## config.mk

```make
export PLATFORM = sky130hd
export DESIGN_NAME = mem_access_ctrl
export DESIGN_NICKNAME = d
export VERILOG_FILES = /design/src/rtl/mem_access_pkg.sv /design/src/rtl/mem_access_ctrl_load_extend.sv /design/src/rtl/mem_access_ctrl.sv
export SDC_FILE = /design/constraint.sdc
export NUM_CORES = 1
export LEC_CHECK = 0
export CORE_ASPECT_RATIO = 0.75
export CORE_MARGIN = 2
export CORE_UTILIZATION = 47
export CTS_CLUSTER_DIAMETER = 120
export DETAILED_ROUTE_END_ITERATION = 10
export HOLD_SLACK_MARGIN = 0.12
export PLACE_DENSITY = 0.82
export SLEW_MARGIN = 5
export SYNTH_ARGS = -nofsm -noshare
export SYNTH_HDL_FRONTEND = slang
export SYNTH_SLANG_ARGS = --single-unit
```

## constraint.sdc

```tcl
create_clock -name clk -period 3.9 [get_ports clk]
set_input_delay 0.975 -clock clk [delete_from_list [all_inputs] [get_ports clk]]
set_output_delay 0.975 -clock clk [all_outputs]
set_load 0.005 [all_outputs]
```

## src/rtl/mem_access_pkg.sv

```systemverilog
// Shared encodings for the load/store controller: request sizes, FSM states
// and small helpers for byte count and request legality.
package mem_access_pkg;

  localparam logic [1:0] SZ_BYTE = 2'd0;
  localparam logic [1:0] SZ_HALF = 2'd1;
  localparam logic [1:0] SZ_WORD = 2'd2;
  localparam logic [1:0] SZ_RSVD = 2'd3;

  typedef enum logic [1:0] {
    ST_IDLE = 2'd0,
    ST_XFER = 2'd1,
    ST_LAST = 2'd2,
    ST_RESP = 2'd3
  } state_t;

  function automatic logic [2:0] byte_count(input logic [1:0] size);
    case (size)
      SZ_HALF: byte_count = 3'd2;
      SZ_WORD: byte_count = 3'd4;
      default: byte_count = 3'd1;
    endcase
  endfunction

  // Reserved size, or an access that is not naturally aligned.
  function automatic logic is_bad_req(input logic [1:0] size, input logic [1:0] addr_lo);
    case (size)
      SZ_BYTE: is_bad_req = 1'b0;
      SZ_HALF: is_bad_req = addr_lo[0];
      SZ_WORD: is_bad_req = (addr_lo != 2'b00);
      default: is_bad_req = 1'b1;
    endcase
  endfunction

endpackage

```

## src/rtl/mem_access_ctrl_load_extend.sv

```systemverilog
// Combinational size/sign extender from assembled little-endian load data.
// Zero latency, no flow control.
module load_extend
  import mem_access_pkg::*;
(
  input  logic [31:0] raw_dat,
  input  logic [1:0]  size,
  input  logic        sgn,
  output logic [31:0] ext_dat
);

  always_comb begin
    ext_dat = raw_dat;
    case (size)
      SZ_BYTE: ext_dat = {{24{sgn & raw_dat[7]}}, raw_dat[7:0]};
      SZ_HALF: ext_dat = {{16{sgn & raw_dat[15]}}, raw_dat[15:0]};
      default: ext_dat = raw_dat;
    endcase
  end

endmodule

```

## src/rtl/mem_access_ctrl.sv

```systemverilog
// Load/store controller serialising CPU requests into byte-wide memory accesses.
// Latency: store N+1, load N+2, error 1 cycle; response held until resp_ready, one request in flight.
module mem_access_ctrl #(
  parameter int ADDR_W = 10
) (
  input  logic              clk,
  input  logic              rst,
  input  logic              req_valid,
  output logic              req_ready,
  input  logic              req_we,
  input  logic [1:0]        req_size,
  input  logic              req_signed,
  input  logic [31:0]       req_addr,
  input  logic [31:0]       req_wdata,
  output logic              resp_valid,
  input  logic              resp_ready,
  output logic [31:0]       resp_rdata,
  output logic              resp_err,
  output logic              mem_en,
  output logic              mem_we,
  output logic [ADDR_W-1:0] mem_addr,
  output logic [7:0]        mem_wdata,
  input  logic [7:0]        mem_rdata
);
  import mem_access_pkg::*;

  localparam int RD_LAT = 1;

  state_t            state;
  state_t            state_nxt;
  logic [2:0]        cnt;
  logic [2:0]        nbytes;
  logic              we_q;
  logic              sgn_q;
  logic [1:0]        size_q;
  logic [ADDR_W-1:0] addr_q;
  logic [31:0]       wdata_q;
  logic [31:0]       cap_q;
  logic              err_q;

  logic              accept;
  logic              req_bad;
  logic              resp_done;
  logic              cap_en;
  logic [1:0]        cap_lane;
  logic [31:0]       ext_dat;
  logic              unused_addr_hi;

  assign unused_addr_hi = ^req_addr[31:ADDR_W];

  assign accept    = (state == ST_IDLE) && req_valid;
  assign req_bad   = is_bad_req(req_size, req_addr[1:0]);
  assign resp_done = (state == ST_RESP) && resp_ready;
  assign resp_err  = err_q;

  // Read data trails the strobe by RD_LAT, so lane k lands while byte k+1 is on the bus.
  assign cap_en   = !we_q && (((state == ST_XFER) && (cnt >= 3'(RD_LAT))) || (state == ST_LAST));
  assign cap_lane = (state == ST_LAST) ? 2'(nbytes - 3'd1) : 2'(cnt - 3'(RD_LAT));

  always_ff @(posedge clk or negedge rst) begin
    if (!rst) begin
      state <= ST_IDLE;
    end else begin
      state <= state_nxt;
    end
  end

  always_comb begin
    state_nxt  = state;
    req_ready  = 1'b0;
    resp_valid = 1'b0;
    resp_rdata = '0;
    mem_en     = 1'b0;
    mem_we     = 1'b0;
    mem_addr   = '0;
    mem_wdata  = '0;
    case (state)
      ST_IDLE: begin
        req_ready = 1'b1;
        if (req_valid) begin
          state_nxt = req_bad ? ST_RESP : ST_XFER;
        end
      end
      ST_XFER: begin
        mem_en   = 1'b1;
        mem_we   = we_q;
        mem_addr = addr_q + ADDR_W'(cnt);
        if (we_q) begin
          mem_wdata = wdata_q[{cnt[1:0], 3'b000} +: 8];
        end
        if (cnt == nbytes - 3'd1) begin
          state_nxt = we_q ? ST_RESP : ST_LAST;
        end
      end
      ST_LAST: begin
        state_nxt = ST_RESP;
      end
      ST_RESP: begin
        resp_valid = 1'b1;
        if (!we_q && !err_q) begin
          resp_rdata = ext_dat;
        end
        if (resp_ready) begin
          state_nxt = ST_IDLE;
        end
      end
      default: begin
        state_nxt = ST_IDLE;
      end
    endcase
  end

  always_ff @(posedge clk or negedge rst) begin
    if (!rst) begin
      we_q    <= 1'b0;
      sgn_q   <= 1'b0;
      size_q  <= SZ_BYTE;
      addr_q  <= '0;
      wdata_q <= '0;
      nbytes  <= '0;
      cnt     <= '0;
      cap_q   <= '0;
      err_q   <= 1'b0;
    end else if (accept) begin
      we_q    <= req_we;
      sgn_q   <= req_signed;
      size_q  <= req_size;
      addr_q  <= req_addr[ADDR_W-1:0];
      wdata_q <= req_wdata;
      nbytes  <= byte_count(req_size);
      cnt     <= '0;
      cap_q   <= '0;
      err_q   <= req_bad;
    end else begin
      if (state == ST_XFER) begin
        cnt <= cnt + 3'd1;
      end
      if (cap_en) begin
        cap_q[{cap_lane, 3'b000} +: 8] <= mem_rdata;
      end
      if (resp_done) begin
        err_q <= 1'b0;
      end
    end
  end

  load_extend u_load_extend (
    .raw_dat (cap_q),
    .size    (size_q),
    .sgn     (sgn_q),
    .ext_dat (ext_dat)
  );

  a_mem_only_in_xfer: assert property (@(posedge clk) disable iff (!rst)
    (mem_en || mem_we) |-> (state == ST_XFER));
  a_ready_only_idle: assert property (@(posedge clk) disable iff (!rst)
    req_ready |-> !resp_valid);
  a_err_no_mem: assert property (@(posedge clk) disable iff (!rst)
    err_q |-> !mem_en);

endmodule

```

==> metrics.md <==
| Metric | Value |
|---|---|
| Cell at the root of the clock tree | sky130_fd_sc_hd__clkbuf_16 |
| Run status | finished, final reports clean |
| Power spent charging and discharging nets | between 0.0015 and 0.002 W |
| GRT Overall Usage | 22.85% |
| Arrival time at the worst endpoint | 2.73 ns |
| Sequential share of the synthesized area | about half |
| Hold-fix buffer count after cts | 0 |
| Net count of the mapped netlist | roughly 580 |
| Share of the clock period used by the worst path after layout | ~95% |
| Critical Path End Type | output pin |
| Worst vdd ir | 0.3074 mV |
| Proportion of layout cells with a drive suffix above 1 | about 7.0% |
| Switching portion of total power | ~38% |
| Number of hold violations in the final report | 0 |
| Total Die Area | between 0.01 and 0.015 mm2 |
| TritonCTS clock tree | built |
| Worst rel slew slack | about 27% |
| Antenna violations before repair | 0 |
| EDFF count, synth | 0 |
| Post-Synthesis Cells | 477 |
| Iteration-0 DRC count of the detailed router | roughly 230 |
| Post-detailed-route count of antenna-violating nets | 0 |
| First-pass detailed-route iteration total | 6 |
| Total setup violations reported at the end of the flow | 0 |
| Part of the power in registers | a little over a third |
| Starting density of the core | about half |
| Leakage | 2.779 nW |
| Maximum root-to-sink buffer count | 2 |
| Combinational share of power | between 40% and 50% |
| Number of levels the H-tree was split into | 3 |
| CTS clk-pin slew, worst paths | roughly 0.06 ns |
| Final Slew Violations | 0 |
| Final Routed Wirelength | between 10 and 15 mm |
| Setup Crit Path Kind | flop to output pin |
| Type of the most critical hold path | flop to flop |
| Required time at the worst-slack endpoint | between 2 and 3 ns |
| Synth warnings | 0 |
| Largest net degree at the start of global routing | 88 |
| Number of placed instances with taps included | 697 |
| Die extent in x | about 120 um |
| Async set or reset register ratio after synthesis | 100.0% |
| Y dimension of the die | between 80 and 90 um |
| Number of top-level pins | between 100 and 150 |
| Core Region | between 0.009 and 0.01 mm2 |
| Standard-cell row count | 30 |
| Drc violations | 0 |
| Clock buffer count from CTS | 9 |
| Pwr per Cell Area | 727.3 mW/mm2 |
| Post-CTS setup buffer count | 0 |
| Synth-to-layout area growth | 33.71% |
| Wire length of the first global-routing pass | roughly 18 mm |
| Post-Route Skew | approximately 0.0064 ns |
| Clock sink total | just under 90 |
| Fmax achieved | around 0.27 GHz |
| Clock period minus worst slack | between 3 and 4 ns |
| Reported max-cap violation count | 0 |
| Count of fill cells added during filler insertion | roughly 760 |
| Commonest register cell after synthesis | sky130_fd_sc_hd__dfrtp_1 |
| Diode count | 0 |
| Routed vias | 3744 |
| Drt via density | 5.251 |
| Netlist area before placement | 0.004483 mm2 |
| Setup Total Neg Slack | 0 ns |
| Register bit total from synthesis | 87 |
| Worst Path Max Fanout | 16 |
| Number of standard cells in the final layout excluding fillers | between 700 and 800 |
| Overall overflow remaining after global route | 0 |
| Synth unique cells | between 40 and 50 |
| Total half-perimeter wirelength after legalization and detailed placement | just under 8 mm |
| Internal power | approximately 0.0027 W |
| Synthesized area divided by synthesized cell count | between 9 and 10 um2 |
| Via count of the first global-routing pass | 3773 |
| RePlAce Congestion | 0.8200 |
| Unrepaired setup endpoints after global routing | no |
| Count of input and output buffers | 112 |
| Count of nets after finishing | approximately 680 |
| Part of the power in the clock network | about 20% |
| Final routed wire length divided by cell count | roughly 16 um |
| Transition time at the pin with the least slew margin | around 1.1 ns |
| CP startpoint kind | flop |
| Total power after layout | between 0.004 and 0.005 W |
| Clock latency on the worst-skew pair | 0.34 ns |
## registers in the layout, summed over array words and instances, names as in the netlist
signal and cells:
we_q 1, addr_q 10, nbytes 3, cnt 3
size_q 2, state 2, wdata_q 32, sgn_q 1
resp_err 1, cap_q 32
## repair_timing
action / CTS / global route
hold endpoints to repair: 0 / 0
setup endpoints to repair: 0 / 14
resized for setup: 0 / 1
## layout make-up
cell class                      count  area, um2  share of cell area [%]
Inverter                           30      112.6                   1.879
Sequential cell                    87       2177                   36.32
Clock inverter                      6      67.56                   1.127
Clock buffer                       10      229.0                   3.820
Tap cell                          128      160.2                   2.672
Multi-Input combinational cell    335       2092                   34.90
Timing Repair Buffer              117       1156                   19.29
## power groups by stage
stage	clock [W]	sequential (W)	combinational [W]
floorplan	0	0.00147	0.00134
global placement	0	0.00156	0.00181
detailed placement	0	0.00158	0.00191
CTS	0.000868	0.00157	0.00193
global route	0.000905	0.00163	0.00216
finish	0.000856	0.00158	0.00192
## layout by cell type (no fill, tap or decap), types with 7 or more instances in the layout
| cell type | count |
|---|---|
| sky130_fd_sc_hd__and3_1 | 11 |
| sky130_fd_sc_hd__mux4_2 | 8 |
| sky130_fd_sc_hd__o21ai_0 | 18 |
| sky130_fd_sc_hd__xnor2_1 | 7 |
| sky130_fd_sc_hd__a21oi_1 | 35 |
| sky130_fd_sc_hd__clkdlybuf4s50_1 | 111 |
| sky130_fd_sc_hd__and2_1 | 16 |
| sky130_fd_sc_hd__a22o_1 | 32 |
| sky130_fd_sc_hd__clkbuf_16 | 9 |
| sky130_fd_sc_hd__dfrtp_1 | 87 |
| sky130_fd_sc_hd__nand2_1 | 145 |
| sky130_fd_sc_hd__inv_1 | 30 |
| sky130_fd_sc_hd__ha_1 | 18 |
## cell families after synthesis
group	after synthesis	share of synthesized area, %
AO/OA/AOI/OAI	100	14.96
XOR/XNOR	9	2.093
adder cells (fa/ha/maj)	19	5.470
buffers and inverters	55	4.857
flip-flops	87	48.56
multiplexers	11	4.828
AND/OR/NAND/NOR	196	19.23
## stage by stage
step / worst slack, ns / instance area [um2] / util, % / hold slack (ns)
after floorplan: 1.031 / 4483 / - / 0.4403
after global placement: 0.6965 / 5695 / 62.19 / 0.4553
after detailed placement: 0.5353 / 5695 / 62.19 / 0.4597
after CTS: 0.1511 / 5992 / 65.42 / 0.4756
after global routing: 0.01999 / 5995 / 65.45 / 0.4907
final: 0.1927 / 5995 / 65.45 / 0.4717
## worst max-delay path: stages, from the launching register on
cell,delay [ns]
sky130_fd_sc_hd__dfrtp_1,0.41
sky130_fd_sc_hd__ha_1,0.46
sky130_fd_sc_hd__nand2_2,0.24
sky130_fd_sc_hd__or2_1,0.49
sky130_fd_sc_hd__a21oi_1,0.25
sky130_fd_sc_hd__clkdlybuf4s50_1,0.54
## final timing paths
check / startpoint / end / slack (ns) / depth (start not counted)
max: state[1] / resp_rdata[19] / 0.19 / 5
min: wdata_q[18] / wdata_q[18] / 0.47 / 2
min reg2reg: wdata_q[18] / wdata_q[18] / 0.47 / 2
max reg2reg: cnt[0] / cap_q[23] / 0.78 / 9
min in group asynchronous: rst / wdata_q[10] / 0.81 / 1
max in group asynchronous: rst / cap_q[24] / 2.36 / 1
## cells in the mapped netlist, types with 3 or more instances
master / number / area, um2
sky130_fd_sc_hd__nand2_1: 145 / 544.3
sky130_fd_sc_hd__dfrtp_1: 87 / 2177
sky130_fd_sc_hd__a21oi_1: 35 / 175.2
sky130_fd_sc_hd__a22o_1: 32 / 280.3
sky130_fd_sc_hd__inv_1: 30 / 112.6
sky130_fd_sc_hd__ha_1: 18 / 225.2
sky130_fd_sc_hd__o21ai_0: 18 / 90.09
sky130_fd_sc_hd__and2_1: 17 / 106.4
sky130_fd_sc_hd__clkbuf_1: 16 / 60.06
sky130_fd_sc_hd__and3_1: 11 / 68.82
sky130_fd_sc_hd__mux4_2: 8 / 180.2
sky130_fd_sc_hd__nor2_1: 7 / 26.28
sky130_fd_sc_hd__xnor2_1: 7 / 61.31
sky130_fd_sc_hd__buf_2: 4 / 20.02
sky130_fd_sc_hd__a21boi_0: 3 / 22.52
sky130_fd_sc_hd__nor2b_1: 3 / 18.77
sky130_fd_sc_hd__or3_1: 3 / 18.77
## routing by layer
metal | part of all wire (%) | wire [um] | vias to the layer above | GRT usage [%]
li1 | - | - | 1806 | -
met1 | 46 | 5187 | 1807 | 31.11
met2 | 48 | 5387 | 115 | 36.68
met3 | 5.4 | 608 | 16 | 4.863
met4 | 1.3 | 146 | 0 | 8.128
met5 | 0 | 0 | - | 0
(Power assumes the default switching activity.)
